--- src/rtl/pc_hazard_ctrl.sv ---
// pc_hazard_ctrl: next-PC select plus RAW-stall and branch-flush control for a 5-stage pipeline
module pc_hazard_ctrl #(
    parameter int WIDTH     = 32,
    parameter int DEPTH     = 3,
    parameter int WB_BYPASS = 1,
    parameter int CNT_W     = 16
) (
    input  logic             clk_i,
    input  logic             rst_i,
    input  logic [WIDTH-1:0] pc_i,
    input  logic             id_valid_i,
    input  logic [4:0]       id_rs1_addr_i,
    input  logic             id_rs1_en_i,
    input  logic [4:0]       id_rs2_addr_i,
    input  logic             id_rs2_en_i,
    input  logic [4:0]       id_rd_addr_i,
    input  logic             id_rd_wren_i,
    input  logic             ex_br_taken_i,
    input  logic [WIDTH-1:0] ex_br_target_i,
    output logic [WIDTH-1:0] next_pc_o,
    output logic             pc_hold_o,
    output logic             if_id_stall_o,
    output logic             if_id_flush_o,
    output logic             id_ex_flush_o,
    output logic [CNT_W-1:0] stall_cnt_o,
    output logic [CNT_W-1:0] flush_cnt_o
);
    localparam int HZ = DEPTH - WB_BYPASS;
    logic [DEPTH-1:0]      sb_v_q, sb_v_d;
    logic [DEPTH-1:0][4:0] sb_rd_q, sb_rd_d;
    logic [CNT_W-1:0]      stall_cnt_q, stall_cnt_d, flush_cnt_q, flush_cnt_d;
    logic                  hazard, redirect, issue;
    always_comb begin
        hazard = 1'b0;
        for (int k = 0; k < HZ; k++)
            hazard = hazard | (sb_v_q[k] &&
                ((id_rs1_en_i && id_rs1_addr_i != 5'd0 && id_rs1_addr_i == sb_rd_q[k]) ||
                 (id_rs2_en_i && id_rs2_addr_i != 5'd0 && id_rs2_addr_i == sb_rd_q[k])));
        hazard   = hazard && id_valid_i;
        redirect = ex_br_taken_i;
        issue    = id_valid_i && !hazard && !redirect;
        sb_v_d     = sb_v_q;
        sb_rd_d    = sb_rd_q;
        sb_v_d[0]  = issue && id_rd_wren_i && id_rd_addr_i != 5'd0;
        sb_rd_d[0] = issue ? id_rd_addr_i : 5'd0;
        for (int k = 1; k < DEPTH; k++) begin
            sb_v_d[k]  = sb_v_q[k-1];
            sb_rd_d[k] = sb_rd_q[k-1];
        end
        stall_cnt_d   = stall_cnt_q + CNT_W'(hazard && !redirect && stall_cnt_q != '1);
        flush_cnt_d   = flush_cnt_q + CNT_W'(redirect && flush_cnt_q != '1);
        next_pc_o     = (redirect && !rst_i) ? ex_br_target_i : pc_i + WIDTH'(4);
        pc_hold_o     = !rst_i && !redirect && hazard;
        if_id_stall_o = !rst_i && !redirect && hazard;
        if_id_flush_o = rst_i || redirect;
        id_ex_flush_o = rst_i || redirect || hazard;
        stall_cnt_o   = stall_cnt_q;
        flush_cnt_o   = flush_cnt_q;
    end
    always_ff @(posedge clk_i) begin
        if (rst_i) begin
            sb_v_q      <= '0;
            sb_rd_q     <= '0;
            stall_cnt_q <= '0;
            flush_cnt_q <= '0;
        end else begin
            sb_v_q      <= sb_v_d;
            sb_rd_q     <= sb_rd_d;
            stall_cnt_q <= stall_cnt_d;
            flush_cnt_q <= flush_cnt_d;
        end
    end
endmodule
--- config.mk ---
export PLATFORM = sky130hd
export DESIGN_NAME = pc_hazard_ctrl
export DESIGN_NICKNAME = d
export VERILOG_FILES = /design/src/rtl/pc_hazard_ctrl.sv
export SDC_FILE = /design/constraint.sdc
export NUM_CORES = 1
export LEC_CHECK = 0
export BUFFER_PORTS_ARGS = -buffer_cell sky130_fd_sc_hd__buf_4
export CAP_MARGIN = 10
export CELL_PAD_IN_SITES_DETAIL_PLACEMENT = 0
export CELL_PAD_IN_SITES_GLOBAL_PLACEMENT = 1
export CORE_UTILIZATION = 24
export DETAILED_ROUTE_END_ITERATION = 10
export GPL_TIMING_DRIVEN = 0
export MAX_ROUTING_LAYER = met4
export PLACE_DENSITY_LB_ADDON = 0.15
export SYNTH_ARGS = -nofsm -noshare
export SYNTH_HDL_FRONTEND = slang
export SYNTH_SLANG_ARGS = --single-unit
--- constraint.sdc ---
create_clock -name clk_i -period 2.5 [get_ports clk_i]
set_clock_uncertainty 0.05 [all_clocks]
set_input_delay 0.125 -clock clk_i [delete_from_list [all_inputs] [get_ports clk_i]]
set_output_delay 0.125 -clock clk_i [all_outputs]
set_load 0.01 [all_outputs]
; Yosys cells after proc, flatten, opt, wreduce, memory -nomap -nowiden
; Index checks and enable logic that the tools add are counted.
[totals]
word_cells = 47
output_inout_bits = 68
in_bits = 86
regBits = 44
[classes]
n_addsub = 3
n_mux = 1
eq_ne = 6
reduce_logical = 30
bitwise = 2
[op_table]
columns = cell, count
row1 = 16-bit by 1-bit adder with 16-bit output, 2
row2 = 32-bit by 3-bit adder with 32-bit output (second input constant), 1
row3 = 32-bit two-way mux, 1
row4 = 16-bit != test (second input constant), 2
row5 = 5-bit == test, 4
row6 = 1-bit logical AND, 19
row7 = 5-bit nonzero test, 3
row8 = 1-bit logical OR, 4
row9 = 1-bit logical NOT, 3
row10 = 2-bit OR reduction, 1
row11 = 1-bit inverter, 1
row12 = 1-bit OR, 1

; Longest topological paths before layout
; Gate-level depths: netlist of run 1.
[depth]
depth_word = 12
ltp_mapped = 13
depth_no_buf = 13

; Worst setup path before layout of run 1
; No wires, ideal clock.
[synth_timing]
path_type = register -> register
start = register stall_cnt_q[8] (netlist: stall_cnt_o[8])
end = register stall_cnt_q[11] (netlist: stall_cnt_o[11])
period_less_slack_ns = 2.376
arrival_time_ns = 2.255
path_buffers = 1
setup_time_ns = 0.071
path_stages_with_launch = 12
path_slack_ns = 0.124
required_time_ns = 2.379
cell_sequence = dfxtp_1 and3_1 and3_1 nand3_1 nor2_1 nor4b_2 ha_1 nand4_1 or2_1 clkbuf_1 or3_1 a21oi_1
[synth_between]
elab_chain_len = 3
[synth_lines]
columns = element, line
row1 = start: declaration, 31  ; logic [CNT_W-1:0] stall_cnt_q, stall_cnt_d, flush_cnt_q, flush_cnt_d;
row2 = start signal: assignment, 69  ; stall_cnt_q <= stall_cnt_d;
row3 = 16-bit != test, 50  ; stall_cnt_d = stall_cnt_q + CNT_W'(hazard && !redirect && stall_cnt_q != '1);
row4 = 1-bit logical AND, 50
row5 = 16-bit by 1-bit adder with 16-bit output *, 50
; Every way passes the cells marked *; elsewhere a longest branch is shown, timed or not.
; A chain may end at the register's enable or synchronous reset.

; Final worst setup path of run 1
[layout_timing]
start = register sb_rd_q (netlist bit sb_rd_d[5])
end = register stall_cnt_q[11] (netlist: stall_cnt_o[11])
[layout_between]
elab_chain_len = 9
elab_cells_between_ends = 11
cone_classes = add/sub (1) / eq/ne (2) / bitwise (1) / reduce/logical (7)
[layout_lines]
columns = element, line
row1 = start: declaration, 30  ; logic [DEPTH-1:0][4:0] sb_rd_q, sb_rd_d;
row2 = start signal: assignment, 68  ; sb_rd_q <= sb_rd_d;
row3 = 5-bit == test (on tied branches), "37, 38"
row4 = 1-bit logical AND (on tied branches), "37, 38"
row5 = 1-bit logical OR *, 37  ; ((id_rs1_en_i && id_rs1_addr_i != 5'd0 && id_rs1_addr_i == sb_rd_q[k]) ||
row6 = 1-bit logical AND *, 36  ; hazard = hazard | (sb_v_q[k] &&
row7 = 1-bit OR *, 36
row8 = 1-bit logical AND *, 39  ; hazard = hazard && id_valid_i;
row9 = 1-bit logical AND * (2 in a row), 50
row10 = 16-bit by 1-bit adder with 16-bit output *, 50
; Marked as above.

==> results.json, run 1 <==
{
  "layout-drive-gt1-share_pct": 39.1,
  "dieArea_mm2": 0.0123,
  "synthTopCellsByArea": "dfxtp_1, xnor2_1, xor2_1",
  "cp.arrival_ps": 2570,
  "viasPerCell": 4.50,
  "ir_drop_v": 0.000275,
  "slowest_stage": "dfxtp_1",
  "die_h_um": 111,
  "antenna_found_initial": 0,
  "fmax_mhz": 415,
  "clock_sinks": 44,
  "wl_per_cell_um": 13.4,
  "io-pin-count": 154,
  "p_sw_share_pct": 24.7,
  "tns_ps": 0,
  "fin_crit_sh_pct": 96.4,
  "p_comb_share_pct": 20.6,
  "clk_latency_ps": 280,
  "syn_area_mm2": 0.00285,
  "crit_buf_inv": 0,
  "rsz0062_at_grt": "yes",
  "final_hold_viol_count": 0,
  "nFillCells": 1216,
  "synth-edff-count": 0,
  "synth.most_common_cell": "nand2_1",
  "grt_usage_pct": 15.3,
  "async_reset_ff_share_pct": 0,
  "path_max_fanout": 8,
  "syn_nets": 464,
  "diodes": 0,
  "critPathKind": "flop to flop",
  "rr_endpoint": "stall_cnt_o[11]",
  "seq_area_um2": 893,
  "ctsHoldBuffers": 0,
  "ff2ff_path_depth": 11,
  "synth_top_area_share_pct": 30.9,
  "period_minus_slack_ps": 2410,
  "slew_headroom_pct": 60.7,
  "run_status": "finished with violations",
  "cts_htree_levels": 2,
  "fp.coreArea_mm2": 0.0115,
  "clk_path_buf_depth": 2,
  "postRouteAntennaNets": 0,
  "dr.pass1.iters": 7,
  "p_per_area_mw_per_mm2": 407,
  "r2r_start": "sb_rd_d[5]",
  "place.gp.congestion": 0.841,
  "synth_seq_cells": 44,
  "hold_ws_ps": 24.8,
  "holdCritPathClass": "input port to flop",
  "port_buffers": 153,
  "p_leak_nw": 1.91,
  "vias": 3073,
  "fin_nets": 630,
  "seqPwrFrac_pct": 38.7,
  "area_delta_synth_final_pct": 59.5,
  "crit_family": "simple AND/OR/NAND/NOR gates",
  "cts-root-buf": "clkbuf_16",
  "yosysSeqAreaShare_pct": 30.9,
  "critPathRequiredTime_ps": 2660,
  "grt_overflow": 0,
  "synthFlopType": "dfxtp_1",
  "startpoint": "sb_rd_d[5]",
  "synth_area_per_cell_um2": 7.65,
  "path_clk_slew_ps": 70,
  "cap_violations": 0,
  "routed_wl_um": 9170,
  "grt_pass1_wl_um": 14900,
  "dp_slack_ps": -326,
  "slowest_delay_ps": 380,
  "tightest_slew_ps": 590,
  "r2r_slack_ps": 90,
  "start_util_pct": 24.8,
  "clkPwrFrac_pct": 40.7,
  "slew_viol_final": 0,
  "drcViolationCount": 14,
  "rows": 39,
  "path_depth": 11,
  "multiInputGateArea_mm2": 0.00202,
  "grt_max_degree": 16,
  "cp-end-kind": "flop",
  "path_cells": "xnor2_1, nand3_1, nor4_2, o21ai_1, nand2_2, nor4b_4, ha_2, nand4_1, or2_4, or3_1, a21oi_1",
  "dp_hpwl_um": 7390,
  "fp.dieW_um": 111,
  "yosys.area.top_type": "dfxtp_1",
  "power.internal_mw": 1.39,
  "grt_pass1_vias": 3124,
  "ys.warnings.count": 0,
  "fin_util_pct": 39.5,
  "drtIter0Drc": 143,
  "crit_end": "stall_cnt_o[11]",
  "violations": "design-rule violations",
  "synthCells": 373,
  "p_sw_mw": 0.458,
  "cts_tree": "yes",
  "setup_ws_ps": 89.6,
  "synth_common_cells": "nand2_1, dfxtp_1, nor2_1",
  "setup_viol": 0,
  "min_from": "id_rd_addr_i[3]",
  "ys_types": 34,
  "cts_buffers": 5,
  "start_kind": "flop"
}
## power by group through the flow
stage / clock, mW / sequential, mW / combinational [mW]
after floorplan: 0 / 0.732 / 0.141
after global placement: 0 / 0.732 / 0.374
after detailed placement: 0 / 0.732 / 0.375
after CTS: 0.776 / 0.716 / 0.380
after global routing: 0.810 / 0.717 / 0.421
final: 0.754 / 0.716 / 0.382
## flip-flops by register name, indices dropped and copies added (netlist names)
name and flops:
flush_cnt_o 16, sb_v_q 2, stall_cnt_o 16, sb_rd_d 10
## final cells by class
cell class / count / area share (%)
multi-input combinational: 308 / 44.3
timing repair buffer: 160 / 26.6
sequential: 44 / 19.6
tap: 143 / 3.93
clock buffer: 5 / 2.75
buffer: 15 / 1.40
clock inverter: 3 / 1.02
inverter: 5 / 0.412
## metrics by stage
stage / std cells / area, um^2 / power (mW)
floorplan: 373 / 2850 / 0.873
global placement: 669 / 4180 / 1.11
detailed placement: 669 / 4180 / 1.11
CTS: 685 / 4470 / 1.87
global route: 683 / 4550 / 1.95
finish: 683 / 4550 / 1.85
## logic make-up after synthesis
logic type               Yosys count  synth area share, %
flip-flops                        44                 30.9
adder cells (fa/ha/maj)            5                 2.19
AND/OR/NAND/NOR                  184                 32.2
XOR/XNOR                          72                 22.1
AO/OA/AOI/OAI                     43                 8.07
buffers and inverters             21                 3.02
multiplexers                       4                 1.58
## what timing repair did
item                                    CTS  global route
buffers inserted                          9             0
cloned                                    0             0
pin swaps                                 8             8
resized for setup                        13            23
endpoints found under the setup margin   11            14
## placed cells by master (no fill, tap or decap), types with 3 or more instances in the layout
cell       synthesis  routed
mux2_2             4       4
clkbuf_1          11      10
nand2_1           52      52
xnor2_2            0       5
buf_2              3       3
a21oi_1            4       3
and3_1            12      10
and4_1             7       7
buf_4              1     159
xor2_1            36      36
o21ai_1           25      25
ha_1               5       3
nand3_1           24      22
nor2b_1           13      13
xnor2_1           36      31
o21ai_0            9       9
or3_1              4       4
nand4_1           10      10
inv_1              5       5
dfxtp_2            0       7
nor2_1            41      39
dfxtp_1           44      36
nor4_2             0       3
and2_1             5       4
clkbuf_16          0       5
## worst reg2reg max path: stages (launching register included)
cell and delay (ps):
dfxtp_1 380, xnor2_1 130, nand3_1 120, nor4_2 180, o21ai_1 100, nand2_2 90, nor4b_4 200, ha_2 240
nand4_1 120, or2_4 290, or3_1 320, a21oi_1 130
## metal layers
metal / vias to the layer above / part of all wire, % / GRT usage [%]
met5: - / 0 / -
met4: 0 / 0.60 / 3.51
li1: 1586 / - / -
met1: 1394 / 43 / 18.0
met3: 2 / 5.9 / 2.68
met2: 91 / 50 / 27.2
## worst min-delay path by stage
stage	to	slack (ps)	depth (start not counted)
after floorplan	sb_rd_d[5]	190	2
after global placement	sb_rd_d[5]	310	3
after detailed placement	sb_rd_d[9]	310	3
after CTS	sb_rd_d[9]	30	3
after global routing	sb_rd_d[7]	30	3
final	sb_rd_d[8]	20	3
(Power assumes the default switching activity.)
==> inputs of run 2 (changes only) <==
--- a/config.mk
+++ b/config.mk
@@ -9,11 +9,12 @@
 export CAP_MARGIN = 10
 export CELL_PAD_IN_SITES_DETAIL_PLACEMENT = 0
 export CELL_PAD_IN_SITES_GLOBAL_PLACEMENT = 1
+export CORE_ASPECT_RATIO = 0.6
 export CORE_UTILIZATION = 24
 export DETAILED_ROUTE_END_ITERATION = 10
-export GPL_TIMING_DRIVEN = 0
 export MAX_ROUTING_LAYER = met4
 export PLACE_DENSITY_LB_ADDON = 0.15
 export SYNTH_ARGS = -nofsm -noshare
 export SYNTH_HDL_FRONTEND = slang
 export SYNTH_SLANG_ARGS = --single-unit
+export TNS_END_PERCENT = 10
==> run 2 against run 1 <==
Net effect: setup slack got worse by 110 ps; routed wire length increased by 0.65%; the flow finishes with violations (negative setup slack); count of clock-buffer cells in the layout unchanged; flip-flop and latch count unchanged; via count decreased by 1.8%; die area increased by 0.11%; total power decreased by 5.8%; critical path type unchanged; first-iteration DRC count decreased by 17%.
==> results.json, run 2 (synthesized netlist as in run 1, its figures left out) <==
{
  "path_max_fanout": 6,
  "drcViolationCount": 0,
  "grt_pass1_wl_um": 13800,
  "clk_path_buf_depth": 2,
  "critPathKind": "flop to flop",
  "fp.coreArea_mm2": 0.0114,
  "path_depth": 11,
  "critPathRequiredTime_ps": 2670,
  "slowest_stage": "dfxtp_4",
  "path_clk_slew_ps": 60,
  "p_leak_nw": 1.90,
  "vias": 3018,
  "tightest_slew_ps": 540,
  "final_cell_mix": "buf_4, nand2_1, nor2_1, dfxtp_1, xor2_1",
  "cts_htree_levels": 2,
  "rr_endpoint": "stall_cnt_o[9]",
  "dieArea_mm2": 0.0123,
  "diodes": 0,
  "final_common_cell": "buf_4",
  "rsz0062_at_grt": "yes",
  "setup_ws_ps": -23.4,
  "p_per_area_mw_per_mm2": 385,
  "r2r_slack_ps": -20,
  "hold_ws_ps": 1.15,
  "crit_buf_inv": 0,
  "rows": 30,
  "cap_violations": 0,
  "clock_sinks": 44,
  "multiInputGateArea_mm2": 0.00199,
  "dp_hpwl_um": 7410,
  "setup_viol": 3,
  "fp.dieW_um": 143,
  "io-pin-count": 154,
  "routed_wl_um": 9230,
  "area_delta_synth_final_pct": 58.7,
  "grt_use_met2_pct": 20.4,
  "place.gp.congestion": 0.819,
  "dr.pass1.iters": 4,
  "holdCritPathClass": "input port to flop",
  "start_util_pct": 24.9,
  "start_kind": "flop",
  "grt_overflow": 0,
  "port_buffers": 153,
  "slew_viol_final": 0,
  "die_h_um": 86.5,
  "path_cells": "xnor2_2, nand3_2, nor4_2, o21ai_1, nand2_2, nor4b_4, ha_2, nand4_1, or2_4, or3_1, a21oi_1",
  "tns_ps": -58.0,
  "crit_family": "simple AND/OR/NAND/NOR gates",
  "clk_latency_ps": 290,
  "fin_crit_sh_pct": 101,
  "fin_util_pct": 39.6,
  "layout-drive-gt1-share_pct": 39.5,
  "antenna_found_initial": 0,
  "r2r_start": "sb_rd_d[9]",
  "ctsHoldBuffers": 0,
  "crit_end": "stall_cnt_o[9]",
  "seq_area_um2": 893,
  "fmax_mhz": 396,
  "nFillCells": 1212,
  "startpoint": "sb_rd_d[9]",
  "cts_buffers": 5,
  "slowest_delay_ps": 360,
  "violations": "negative setup slack",
  "ff2ff_path_depth": 11,
  "viasPerCell": 4.35,
  "fin_nets": 624,
  "drtIter0Drc": 118,
  "grt_pass1_vias": 2766,
  "cp.arrival_ps": 2700,
  "wl_per_cell_um": 13.3,
  "use_met3_pct": 3.65,
  "busiest_layer": "met1",
  "stdcell_count": 694,
  "final_hold_viol_count": 0,
  "grt_use_met1_pct": 22.0,
  "ir_drop_v": 0.000237,
  "cts-root-buf": "clkbuf_16",
  "period_minus_slack_ps": 2520,
  "placed_cells": 684,
  "grt_usage_pct": 15.1,
  "postRouteAntennaNets": 0,
  "grt_max_degree": 41,
  "cp-end-kind": "flop",
  "run_status": "finished with violations",
  "cts_tree": "yes",
  "slew_headroom_pct": 63.9
}
==> run 2: cell count changes in the layout (fill, tap and decap cells not counted), sizes merged <==
cell / delta
clkbuf: -10
bufinv: -1
inv: -1
clkinv: +3
buf: +4
clkinvlp: -1
==> run 2: area by class of cell <==
| cell class | instances | area share (%) |
|---|---|---|
| Clock buffer | 5 | 2.76 |
| Clock inverter | 3 | 0.414 |
| Inverter | 5 | 0.414 |
| Multi-Input combinational cell | 308 | 44.0 |
| Sequential cell | 44 | 19.7 |
| Tap cell | 160 | 4.42 |
| Timing Repair Buffer | 169 | 28.3 |
==> run 2: power by group <==
part / switching [mW] / total [mW] / internal [mW] / leakage (nW)
Sequential: 0.00839 / 0.716 / 0.707 / 0.359
Combinational: 0.167 / 0.380 / 0.212 / 1.47
Clock: 0.281 / 0.650 / 0.368 / 0.0736
Total: 0.457 / 1.75 / 1.29 / 1.90
==> run 2: metal layers <==
metal	vias up	wire length, um
met5	-	0
met4	0	57
met3	4	523
met2	75	3850
met1	1357	4800
li1	1582	-
==> run 2: per-stage QoR <==
step | cell area (um^2) | setup slack (ps) | total power [mW]
2_1_floorplan | 2850 | 124 | 0.873
3_3_place_gp | 4260 | -39.2 | 1.11
3_5_place_dp | 4260 | -96.3 | 1.11
4_1_cts | 4450 | 1.57 | 1.77
5_1_grt | 4530 | -156 | 1.85
6_report | 4530 | -23.4 | 1.75
==> run 2: worst min-delay path by stage <==
stage / start / endpoint / cells after the start
5_1_grt: id_rd_addr_i[0] / sb_rd_d[5] / 3
3_5_place_dp: id_rd_addr_i[0] / sb_rd_d[5] / 3
3_3_place_gp: id_rd_addr_i[0] / sb_rd_d[5] / 3
2_1_floorplan: id_rd_addr_i[0] / sb_rd_d[5] / 2
4_1_cts: id_rd_addr_i[0] / sb_rd_d[5] / 3
6_report: id_rd_addr_i[0] / sb_rd_d[5] / 3
==> run 2: tightest hold or removal path, delay by kind of cell <==
family,cells,cell delay (ps)
buffers and inverters,1,110
AND/OR/NAND/NOR,2,80
==> run 2: repair_timing <==
action	CTS	global route
pin swaps	5	12
cloned	0	0
setup endpoints to repair	8	12
gates resized for setup	9	19
setup buffers	2	0
